## config.mk

```make
export PLATFORM = sky130hd
export DESIGN_NAME = seq_divider16
export DESIGN_NICKNAME = d
export VERILOG_FILES = /design/src/rtl/seq_divider16_pkg.sv /design/src/rtl/seq_divider16_cla_sub.sv /design/src/rtl/seq_divider16.sv
export SDC_FILE = /design/constraint.sdc
export NUM_CORES = 1
export LEC_CHECK = 0
export CAP_MARGIN = 15
export CORE_UTILIZATION = 54
export DETAILED_ROUTE_END_ITERATION = 8
export PLACE_DENSITY = 0.85
export REMOVE_ABC_BUFFERS = 1
export SETUP_SLACK_MARGIN = 0.5
export SLEW_MARGIN = 20
export SYNTH_ARGS = -nofsm -noshare
export SYNTH_HDL_FRONTEND = slang
export SYNTH_SLANG_ARGS = --single-unit
```

## constraint.sdc

```tcl
create_clock -name clk -period 3.2 [get_ports clk]
set_input_delay 0.64 -clock clk [delete_from_list [all_inputs] [get_ports clk]]
set_output_delay 0.64 -clock clk [all_outputs]
set_load 0.03 [all_outputs]
```

## src/rtl/seq_divider16_pkg.sv

```systemverilog
`default_nettype none
// ============================================================================
// Module   : seq_divider16_pkg
// Brief    : Shared constants and state encoding for the sequential divider.
// Revision : 1.0 - initial release
// ============================================================================
package seq_divider16_pkg;

  localparam int C_WIDTH_DEF = 16;
  localparam int C_CNT_W     = $clog2(C_WIDTH_DEF) + 1;

  typedef logic [1:0] state_t;

  localparam state_t ST_IDLE = 2'd0;
  localparam state_t ST_RUN  = 2'd1;
  localparam state_t ST_ZERO = 2'd2;
  localparam state_t ST_DONE = 2'd3;

endpackage
`default_nettype wire

```

## src/rtl/seq_divider16_cla_sub.sv

```systemverilog
`default_nettype none
// ============================================================================
// Module   : cla_sub
// Brief    : Carry-lookahead subtractor a - b (b inverted, carry-in 1),
//            4-bit lookahead groups chained by group propagate/generate.
// Revision : 1.0 - initial release
// ============================================================================
module cla_sub #(
  parameter int WIDTH = 16
) (
  input  logic [WIDTH-1:0] a,
  input  logic [WIDTH-1:0] b,
  output logic [WIDTH-1:0] diff,
  output logic             borrow_n
);

  localparam int C_GROUPS = WIDTH / 4;

  logic [WIDTH-1:0]    w_bn;
  logic [WIDTH-1:0]    w_p;
  logic [WIDTH-1:0]    w_g;
  logic [WIDTH-1:0]    w_c;
  logic [C_GROUPS:0]   w_gc;

  assign w_bn    = ~b;
  assign w_p     = a ^ w_bn;
  assign w_g     = a & w_bn;
  assign w_gc[0] = 1'b1;

  generate
    for (genvar gi = 0; gi < C_GROUPS; gi++) begin : g_grp
      logic [3:0] w_pp;
      logic [3:0] w_gg;
      logic       w_ci;
      logic       w_grp_p;
      logic       w_grp_g;

      assign w_pp = w_p[4*gi +: 4];
      assign w_gg = w_g[4*gi +: 4];
      assign w_ci = w_gc[gi];

      assign w_c[4*gi]   = w_ci;
      assign w_c[4*gi+1] = w_gg[0] | (w_pp[0] & w_ci);
      assign w_c[4*gi+2] = w_gg[1] | (w_pp[1] & w_gg[0]) | (w_pp[1] & w_pp[0] & w_ci);
      assign w_c[4*gi+3] = w_gg[2] | (w_pp[2] & w_gg[1]) | (w_pp[2] & w_pp[1] & w_gg[0])
                         | (w_pp[2] & w_pp[1] & w_pp[0] & w_ci);

      assign w_grp_p = &w_pp;
      assign w_grp_g = w_gg[3] | (w_pp[3] & w_gg[2]) | (w_pp[3] & w_pp[2] & w_gg[1])
                     | (w_pp[3] & w_pp[2] & w_pp[1] & w_gg[0]);

      assign w_gc[gi+1] = w_grp_g | (w_grp_p & w_ci);
    end
  endgenerate

  assign diff     = w_p ^ w_c;
  assign borrow_n = w_gc[C_GROUPS];

endmodule
`default_nettype wire

```

## src/rtl/seq_divider16.sv

```systemverilog
`default_nettype none
// ============================================================================
// Module   : seq_divider16
// Brief    : Sequential unsigned restoring divider, one trial subtraction
//            per clock, start/done handshake.
// Revision : 1.0 - initial release
// ============================================================================
module seq_divider16
  import seq_divider16_pkg::*;
#(
  parameter int WIDTH = C_WIDTH_DEF
) (
  input  logic             clk,
  input  logic             reset,
  input  logic             start,
  input  logic [WIDTH-1:0] dividend,
  input  logic [WIDTH-1:0] divisor,
  output logic             busy,
  output logic             done,
  output logic [WIDTH-1:0] quotient,
  output logic [WIDTH-1:0] remainder,
  output logic             div_by_zero
);

  localparam int C_CW = $clog2(WIDTH) + 1;

  state_t            r_state;
  state_t            w_next;
  logic [WIDTH-1:0]  r_q;
  logic [WIDTH-1:0]  r_d;
  logic [WIDTH-1:0]  r_r;
  logic [C_CW-1:0]   r_cnt;
  logic              r_busy;
  logic              r_done;
  logic [WIDTH-1:0]  r_quot;
  logic [WIDTH-1:0]  r_rem;
  logic              r_dbz;

  logic              w_accept;
  logic              w_load;
  logic              w_iter;
  logic              w_last;
  logic              w_zero_fin;
  logic [WIDTH:0]    w_rsh;
  logic [WIDTH-1:0]  w_diff;
  logic              w_carry;
  logic              w_ge;
  logic [WIDTH-1:0]  w_rnew;
  logic [WIDTH-1:0]  w_qnew;

  // R is stored WIDTH wide: after each step R < D, so the extra bit only
  // exists in the shifted trial value.
  assign w_rsh = {r_r, r_q[WIDTH-1]};

  cla_sub #(.WIDTH(WIDTH)) u_sub (
    .a        (w_rsh[WIDTH-1:0]),
    .b        (r_d),
    .diff     (w_diff),
    .borrow_n (w_carry)
  );

  // A set overflow bit means the shifted remainder already exceeds D.
  assign w_ge   = w_rsh[WIDTH] | w_carry;
  assign w_rnew = w_ge ? w_diff : w_rsh[WIDTH-1:0];
  assign w_qnew = {r_q[WIDTH-2:0], w_ge};
  assign w_last = (r_cnt == C_CW'(WIDTH - 1));

  assign w_accept = start && ((r_state == ST_IDLE) || (r_state == ST_DONE));

  always_ff @(posedge clk) begin
    if (reset) begin
      r_state <= ST_IDLE;
    end else begin
      r_state <= w_next;
    end
  end

  always_comb begin
    w_next = r_state;
    case (r_state)
      ST_IDLE, ST_DONE: begin
        if (w_accept) begin
          w_next = (divisor == '0) ? ST_ZERO : ST_RUN;
        end else begin
          w_next = ST_IDLE;
        end
      end
      ST_RUN:  if (w_last) w_next = ST_DONE;
      ST_ZERO: w_next = ST_DONE;
      default: w_next = ST_IDLE;
    endcase
  end

  always_comb begin
    w_load     = w_accept;
    w_iter     = (r_state == ST_RUN);
    w_zero_fin = (r_state == ST_ZERO);
  end

  always_ff @(posedge clk) begin
    if (reset) begin
      r_q    <= '0;
      r_d    <= '0;
      r_r    <= '0;
      r_cnt  <= '0;
      r_busy <= 1'b0;
      r_done <= 1'b0;
      r_quot <= '0;
      r_rem  <= '0;
      r_dbz  <= 1'b0;
    end else begin
      r_done <= 1'b0;
      if (w_load) begin
        r_q    <= dividend;
        r_d    <= divisor;
        r_r    <= '0;
        r_cnt  <= '0;
        r_dbz  <= 1'b0;
        r_busy <= 1'b1;
      end
      if (w_iter) begin
        r_r   <= w_rnew;
        r_q   <= w_qnew;
        r_cnt <= r_cnt + 1'b1;
        if (w_last) begin
          r_quot <= w_qnew;
          r_rem  <= w_rnew;
          r_busy <= 1'b0;
          r_done <= 1'b1;
        end
      end
      if (w_zero_fin) begin
        r_quot <= '1;
        r_rem  <= r_q;
        r_dbz  <= 1'b1;
        r_busy <= 1'b0;
        r_done <= 1'b1;
      end
    end
  end

  assign busy        = r_busy;
  assign done        = r_done;
  assign quotient    = r_quot;
  assign remainder   = r_rem;
  assign div_by_zero = r_dbz;

endmodule
`default_nettype wire

```

==> results of run 1 <==
-- cells in the mapped netlist (2+ instances only) --
cell type / n / area, µm²
nand2b_1: 2 / 12.5
mux2_2: 3 / 33.8
a311oi_1: 2 / 17.5
nor3_1: 36 / 180
xor2_1: 2 / 17.5
mux2i_1: 9 / 90.1
and3_1: 4 / 25.0
dfxtp_1: 90 / 1800
buf_1: 2 / 7.51
a21o_1: 8 / 60.1
o211ai_1: 3 / 22.5
xnor2_1: 7 / 61.3
o21bai_1: 2 / 15.0
nor4_1: 5 / 31.3
a22o_1: 3 / 26.3
fa_1: 3 / 60.1
clkbuf_1: 30 / 113
o311ai_2: 2 / 32.5
a2bb2oi_1: 2 / 17.5
nor2_1: 60 / 225
a22oi_1: 2 / 15.0
a211oi_1: 8 / 60.1
nand2_1: 97 / 364
or3_1: 3 / 18.8
inv_1: 32 / 120
nand4_1: 4 / 25.0
clkinv_1: 2 / 7.51
a31oi_1: 3 / 18.8
o21ai_1: 5 / 25.0
o22ai_1: 3 / 18.8
nand3_1: 2 / 10.0
o21ai_2: 2 / 17.5
a21oi_1: 71 / 355
o21ai_0: 27 / 135
ha_1: 21 / 263
-- critical path: cells and delay by family, from the launching register on --
kind | cells | cell delay, ps
AO/OA/AOI/OAI | 5 | 820
adder cells (fa/ha/maj) | 2 | 650
flip-flops | 1 | 380
AND/OR/NAND/NOR | 1 | 210
multiplexers | 1 | 180
XOR/XNOR | 1 | 140
buffers and inverters | 1 | 80
-- cell type report --
class | count | share of cell area
multi-input combinational | 418 | 0.450
sequential | 90 | 0.327
tap | 102 | 0.0231
clock buffer | 9 | 0.0224
clock inverter | 6 | 0.00906
timing repair buffer | 84 | 0.145
inverter | 35 | 0.0238
-- path summary, 6_finish.rpt --
path | start | to | slack, ps | cells after the start
worst min-delay path | r_d[1]$_SDFFE_PP0P_ | r_d[1]$_SDFFE_PP0P_ | 460 | 2
worst max-delay path | r_q[15]$_SDFFE_PP0P_ | remainder[13]$_SDFFE_PP0P_ | 650 | 11
worst min register to register | r_d[1]$_SDFFE_PP0P_ | r_d[1]$_SDFFE_PP0P_ | 460 | 2
worst max register to register | r_q[15]$_SDFFE_PP0P_ | remainder[13]$_SDFFE_PP0P_ | 650 | 11
-- cell families after synthesis --
logic type | after synthesis
AND/OR/NAND/NOR | 220
AO/OA/AOI/OAI | 153
flip-flops | 90
buffers and inverters | 69
adder cells (fa/ha/maj) | 24
multiplexers | 12
XOR/XNOR | 9
-- report_power, final --
part           internal (mW)  switching [mW]
combinational           1.86            2.63
sequential              1.41           0.235
clock                  0.288           0.438
-- per-stage QoR --
stage	utilization	total power, mW
final	0.700	6.86
after global routing	0.700	7.36
after CTS	0.690	6.69
after detailed placement	0.666	5.93
after global placement	0.666	5.77
after floorplan	-	4.69
-- metal layers --
layer  global-route usage  part of all wire
met1                0.362              0.44
met2                0.482              0.48
met3               0.0390             0.055
met4                0.114             0.024
met5                    0                 0
-- state kept, by name, summed over array words and instances (netlist names), 2 cells and up --
register / count
remainder: 16
r_state: 2
r_d: 16
quotient: 16
r_q: 16
r_r: 16
r_cnt: 5
-- timing repair --
action                                  CTS  global route
setup buffers                             0             2
hold buffers                              0             0
endpoints found under the setup margin    3            10
gates resized for setup                   2             9
pin swaps                                 0             3
==> impl_metrics.env, run 1 <==
export IMPL_fill_cells=617
export IMPL_critPathArrivalTime_ps=2820
export IMPL_dp_hpwl_um=8390
export IMPL_antenna_found_initial=0
export IMPL_async_reset_ff_frac=0
export IMPL_via_per_inst=5.88
export IMPL_firstDrtPassIters=8
export IMPL_synth_seq_cells=90
export IMPL_root_buffer="clkbuf_8"
export IMPL_synth_xor_xnor_area_share=0.0176
export IMPL_hold_path_class="flop to flop"
export IMPL_hold_ws_ps=458
export IMPL_fin_nets=697
export IMPL_layout_commonest_cell="nand2_1"
export IMPL_cts_tree="built"
export IMPL_fin_setup_tns_ps=0
export IMPL_io_pins=70
export IMPL_grt_start_max_net_pins=43
export IMPL_clk_path_buf_depth=2
export IMPL_slew_violations=0
export IMPL_place_ws_ps=436
export IMPL_fp_coreArea_um2=7890
export IMPL_power_density_nw_per_um2=1240
export IMPL_fin_ws_ps=649
export IMPL_die_w_um=93.1
export IMPL_globalplace_congestion=0.938
export IMPL_vias=4371
export IMPL_cts_sinks=90
export IMPL_antenna_cells=0
export IMPL_layout_common_cells="nand2_1 (97), dfxtp_1 (89), a21oi_1 (71), clkdlybuf4s50_1 (68), nor2_1 (60)"
export IMPL_drv_cap=0
export IMPL_worstPathCellList="inv_1 > ha_4 > o21ai_4 > a221oi_4 > o21ai_2 > and3_4 > fa_1 > xnor2_1 > mux2i_1 > a21oi_1 > a21o_1"
export IMPL_drt_iter0_drc=257
export IMPL_critical_path_class="flop to flop"
export IMPL_netlist_area_um2=4480
export IMPL_timing_fmax_ghz=0.392
export IMPL_synth_top_family_by_area="simple AND/OR/NAND/NOR gates"
export IMPL_synthFlopType="dfxtp_1"
export IMPL_syn_mean_instance_area_um2=7.77
export IMPL_drc_errors=0
export IMPL_worstPathRequired_ps=3470
export IMPL_clk_latency_ps=370
export IMPL_grt_pass1_vias=4118
export IMPL_synthCells=577
export IMPL_synthAdderAreaFrac=0.0720
export IMPL_synth_edff_count=0
export IMPL_port_buffers=69
export IMPL_layout_drive_gt1_share=0.0810
export IMPL_clk_pin_slew_ps=100
export IMPL_hold_violations=0
export IMPL_htreeDepth=3
export IMPL_instances_no_fill=744
export IMPL_synthSimpleGateAreaFrac=0.212
export IMPL_cp_start_kind="flop"
export IMPL_skew_ps=12.7
export IMPL_crit_fanout=5
export IMPL_grt_pass1_wl_um=19300
export IMPL_post_drt_wl_per_cell_um=15.9
export IMPL_cpPeakStageDelay_ps=380
export IMPL_multi_input_comb_area_um2=2480
export IMPL_slowest_stage="dfxtp_4"
export IMPL_rsz0062_at_grt="false"
export IMPL_outcome="finished, final reports clean"
export IMPL_power_leakage_nw=2.09
export IMPL_cp_end_kind="flop"
export IMPL_ant_nets=0
export IMPL_dpl_instance_area_um2=5260
export IMPL_relSlewSlack=0.534
export IMPL_cts_made_buffers=9
export IMPL_ys_types=55
export IMPL_synth_warnings=0
export IMPL_synth_compound_area_share=0.209
export IMPL_grt_ovfl_total=0
export IMPL_dp_cells=727
export IMPL_ff_latch_area_um2=1810
export IMPL_final_area_um2=5520
export IMPL_tightest_slew_ps=696
export IMPL_rows=32
export IMPL_initial_utilization=0.568
export IMPL_drt_wl_total_um=11800
export IMPL_synthToLayoutAreaGrowth_pct=23.2
export IMPL_grt_util_all_layers=0.284
export IMPL_fin_crit_sh=0.797
export IMPL_synthMuxAreaShare=0.0276
export IMPL_setup_viol=0
export IMPL_final_min_clock_period_ps=2550
export IMPL_ys_seq_area_frac=0.402
export IMPL_dieArea_um2=8670
export IMPL_vdd_drop_max_mv=0.812
export IMPL_die_y_um=93.1
Note: power is estimated with default switching activity, not from simulation.
==> run 2, diff against run 1 <==
--- a/config.mk
+++ b/config.mk
@@ -6,9 +6,9 @@
 export NUM_CORES = 1
 export LEC_CHECK = 0
 export CAP_MARGIN = 15
-export CORE_UTILIZATION = 54
+export CORE_UTILIZATION = 49
 export DETAILED_ROUTE_END_ITERATION = 8
-export PLACE_DENSITY = 0.85
+export PLACE_DENSITY = 0.82
 export REMOVE_ABC_BUFFERS = 1
 export SETUP_SLACK_MARGIN = 0.5
 export SLEW_MARGIN = 20
==> constraint.sdc (replaced) <==
create_clock -name clk -period 2.3 [get_ports clk]
set_input_delay 0.46 -clock clk [delete_from_list [all_inputs] [get_ports clk]]
set_output_delay 0.46 -clock clk [all_outputs]
set_load 0.03 [all_outputs]
==> run 2 against run 1 <==
  * The run now ends with DRC, setup timing left
  * Sequential cell count unchanged
  * Hold slack better by 4.8 ps
  * Critical endpoint is now remainder[9]$_SDFFE_PP0P_
  * Largest cell class unchanged
  * Maximum frequency about the same
  * Critical path type unchanged
  * Utilization up 6.9 points
  * Global-route usage up 1.5 points
  * Critical path depth up 1
  * Clock-buffer cell count unchanged
  * Clock skew up 8.3 ps
  * Final cell count up 9.7%
==> impl_metrics.env, run 2 (synthesis results as in run 1) <==
export IMPL_cp_start_kind="flop"
export IMPL_hold_violations=0
export IMPL_dp_hpwl_um=9380
export IMPL_via_per_inst=6.26
export IMPL_worstPathCellList="inv_1 > ha_4 > nand4_1 > a221oi_4 > buf_4 > buf_6 > nor2_2 > fa_2 > xnor2_2 > mux2i_4 > a21oi_2 > a21o_1"
export IMPL_cpPeakStageDelay_ps=350
export IMPL_drc_errors=6
export IMPL_ant_nets=0
export IMPL_relSlewSlack=0.388
export IMPL_firstDrtPassIters=8
export IMPL_cts_sinks=90
export IMPL_fin_nets=763
export IMPL_tightest_slew_ps=911
export IMPL_skew_ps=20.9
export IMPL_globalplace_congestion=0.853
export IMPL_utilization=0.769
export IMPL_fin_crit_sh=1.11
export IMPL_dieArea_um2=9530
export IMPL_drv_cap=0
export IMPL_layout_common_cells="nand2_1 (92), dfxtp_1 (76), a21oi_1 (65), buf_4 (58), nor2_1 (41)"
export IMPL_layout_drive_gt1_share=0.301
export IMPL_grt_start_max_net_pins=38
export IMPL_fin_ws_ps=-249
export IMPL_rows=34
export IMPL_cts_tree="built"
export IMPL_io_pins=70
export IMPL_slowest_stage="fa_2"
export IMPL_clk_path_buf_depth=2
export IMPL_drt_wl_total_um=16300
export IMPL_root_buffer="clkbuf_8"
export IMPL_antenna_found_initial=0
export IMPL_drt_iter0_drc=493
export IMPL_port_buffers=69
export IMPL_vias=5110
export IMPL_critical_path_class="flop to flop"
export IMPL_crit_fanout=3
export IMPL_cts_made_buffers=9
export IMPL_instances_no_fill=816
export IMPL_grt_ovfl_total=0
export IMPL_outcome="finished with violations"
export IMPL_htreeDepth=3
export IMPL_die_w_um=97.6
export IMPL_die_y_um=97.6
export IMPL_worstPathRequired_ps=2580
export IMPL_layout_commonest_cell="nand2_1"
export IMPL_place_ws_ps=-307
export IMPL_clk_pin_slew_ps=110
export IMPL_setup_viol=26
export IMPL_hold_ws_ps=463
export IMPL_violations="DRC, setup timing"
export IMPL_fp_coreArea_um2=8810
export IMPL_final_min_clock_period_ps=2550
export IMPL_clk_latency_ps=380
export IMPL_dp_cells=774
export IMPL_grt_pass1_vias=4793
export IMPL_grt_pass1_wl_um=22700
export IMPL_slew_violations=0
export IMPL_critPathArrivalTime_ps=2830
export IMPL_timing_fmax_ghz=0.392
export IMPL_grt_util_all_layers=0.299
export IMPL_rsz0062_at_grt="true"
export IMPL_cp_end_kind="flop"
export IMPL_post_drt_wl_per_cell_um=20.0
export IMPL_initial_utilization=0.509
export IMPL_synthToLayoutAreaGrowth_pct=51.0
export IMPL_antenna_cells=0
export IMPL_hold_path_class="flop to flop"
## run 2: cell count changes in the layout (fill, tap and decap cells not counted), moves of 11 or more
cell,change
dfxtp_1,-13
buf_6,+12
buf_4,+43
o21ai_0,-14
nor2_4,+16
ha_1,-11
nor2_1,-19
dlygate4sd2_1,+35
dfxtp_2,+14
clkdlybuf4s50_1,-35
## run 2: worst paths after layout
path / from / end / slack, ps / depth (start not counted)
max: r_d[5]$_SDFFE_PP0P_ / remainder[9]$_SDFFE_PP0P_ / -250 / 12
min: r_d[13]$_SDFFE_PP0P_ / r_d[13]$_SDFFE_PP0P_ / 460 / 2
max reg2reg: r_d[5]$_SDFFE_PP0P_ / remainder[9]$_SDFFE_PP0P_ / -250 / 12
min reg2reg: r_d[13]$_SDFFE_PP0P_ / r_d[13]$_SDFFE_PP0P_ / 460 / 2
## run 2: repair_timing
| action | CTS | global route |
|---|---|---|
| pin swaps | 18 | 38 |
| hold buffers | 0 | 0 |
| setup endpoints to repair | 85 | 62 |
| hold endpoints to repair | 0 | 0 |
| resized for setup | 108 | 106 |
| buffers inserted | 10 | 14 |
| cloned | 0 | 3 |
## run 2: per-layer routing
| metal | share of wire | vias up | GRT usage |
|---|---|---|---|
| met5 | 0 | - | 0 |
| met3 | 0.076 | 107 | 0.0374 |
| met4 | 0.059 | 0 | 0.142 |
| li1 | - | 2238 | - |
| met1 | 0.37 | 2435 | 0.352 |
| met2 | 0.49 | 330 | 0.535 |
## run 2: metrics by stage
step | TNS, ps | cell area (µm²)
finish | -2670 | 6770
global route | -6050 | 6770
CTS | -218 | 6180
detailed placement | -2570 | 5600
global placement | -534 | 5600
floorplan | -9080 | 4350
## run 2: cell type report
class	instances	area (µm²)
Multi-Input combinational cell	418	3060
Fill cell	548	2040
Sequential cell	90	1820
Timing Repair Buffer	150	1440
Inverter	35	135
Tap cell	108	135
Clock buffer	9	124
Clock inverter	6	50.0
## run 2: critical path, delay by kind of cell (launching register included)
family	cells	cell delay, ps
adder cells (fa/ha/maj)	2	640
AO/OA/AOI/OAI	3	560
flip-flops	1	340
buffers and inverters	3	340
multiplexers	1	220
AND/OR/NAND/NOR	2	180
XOR/XNOR	1	170
Power of run 2 is not shown: default switching activity piles up to over one toggle a cycle in this logic, so the estimate is an artifact.
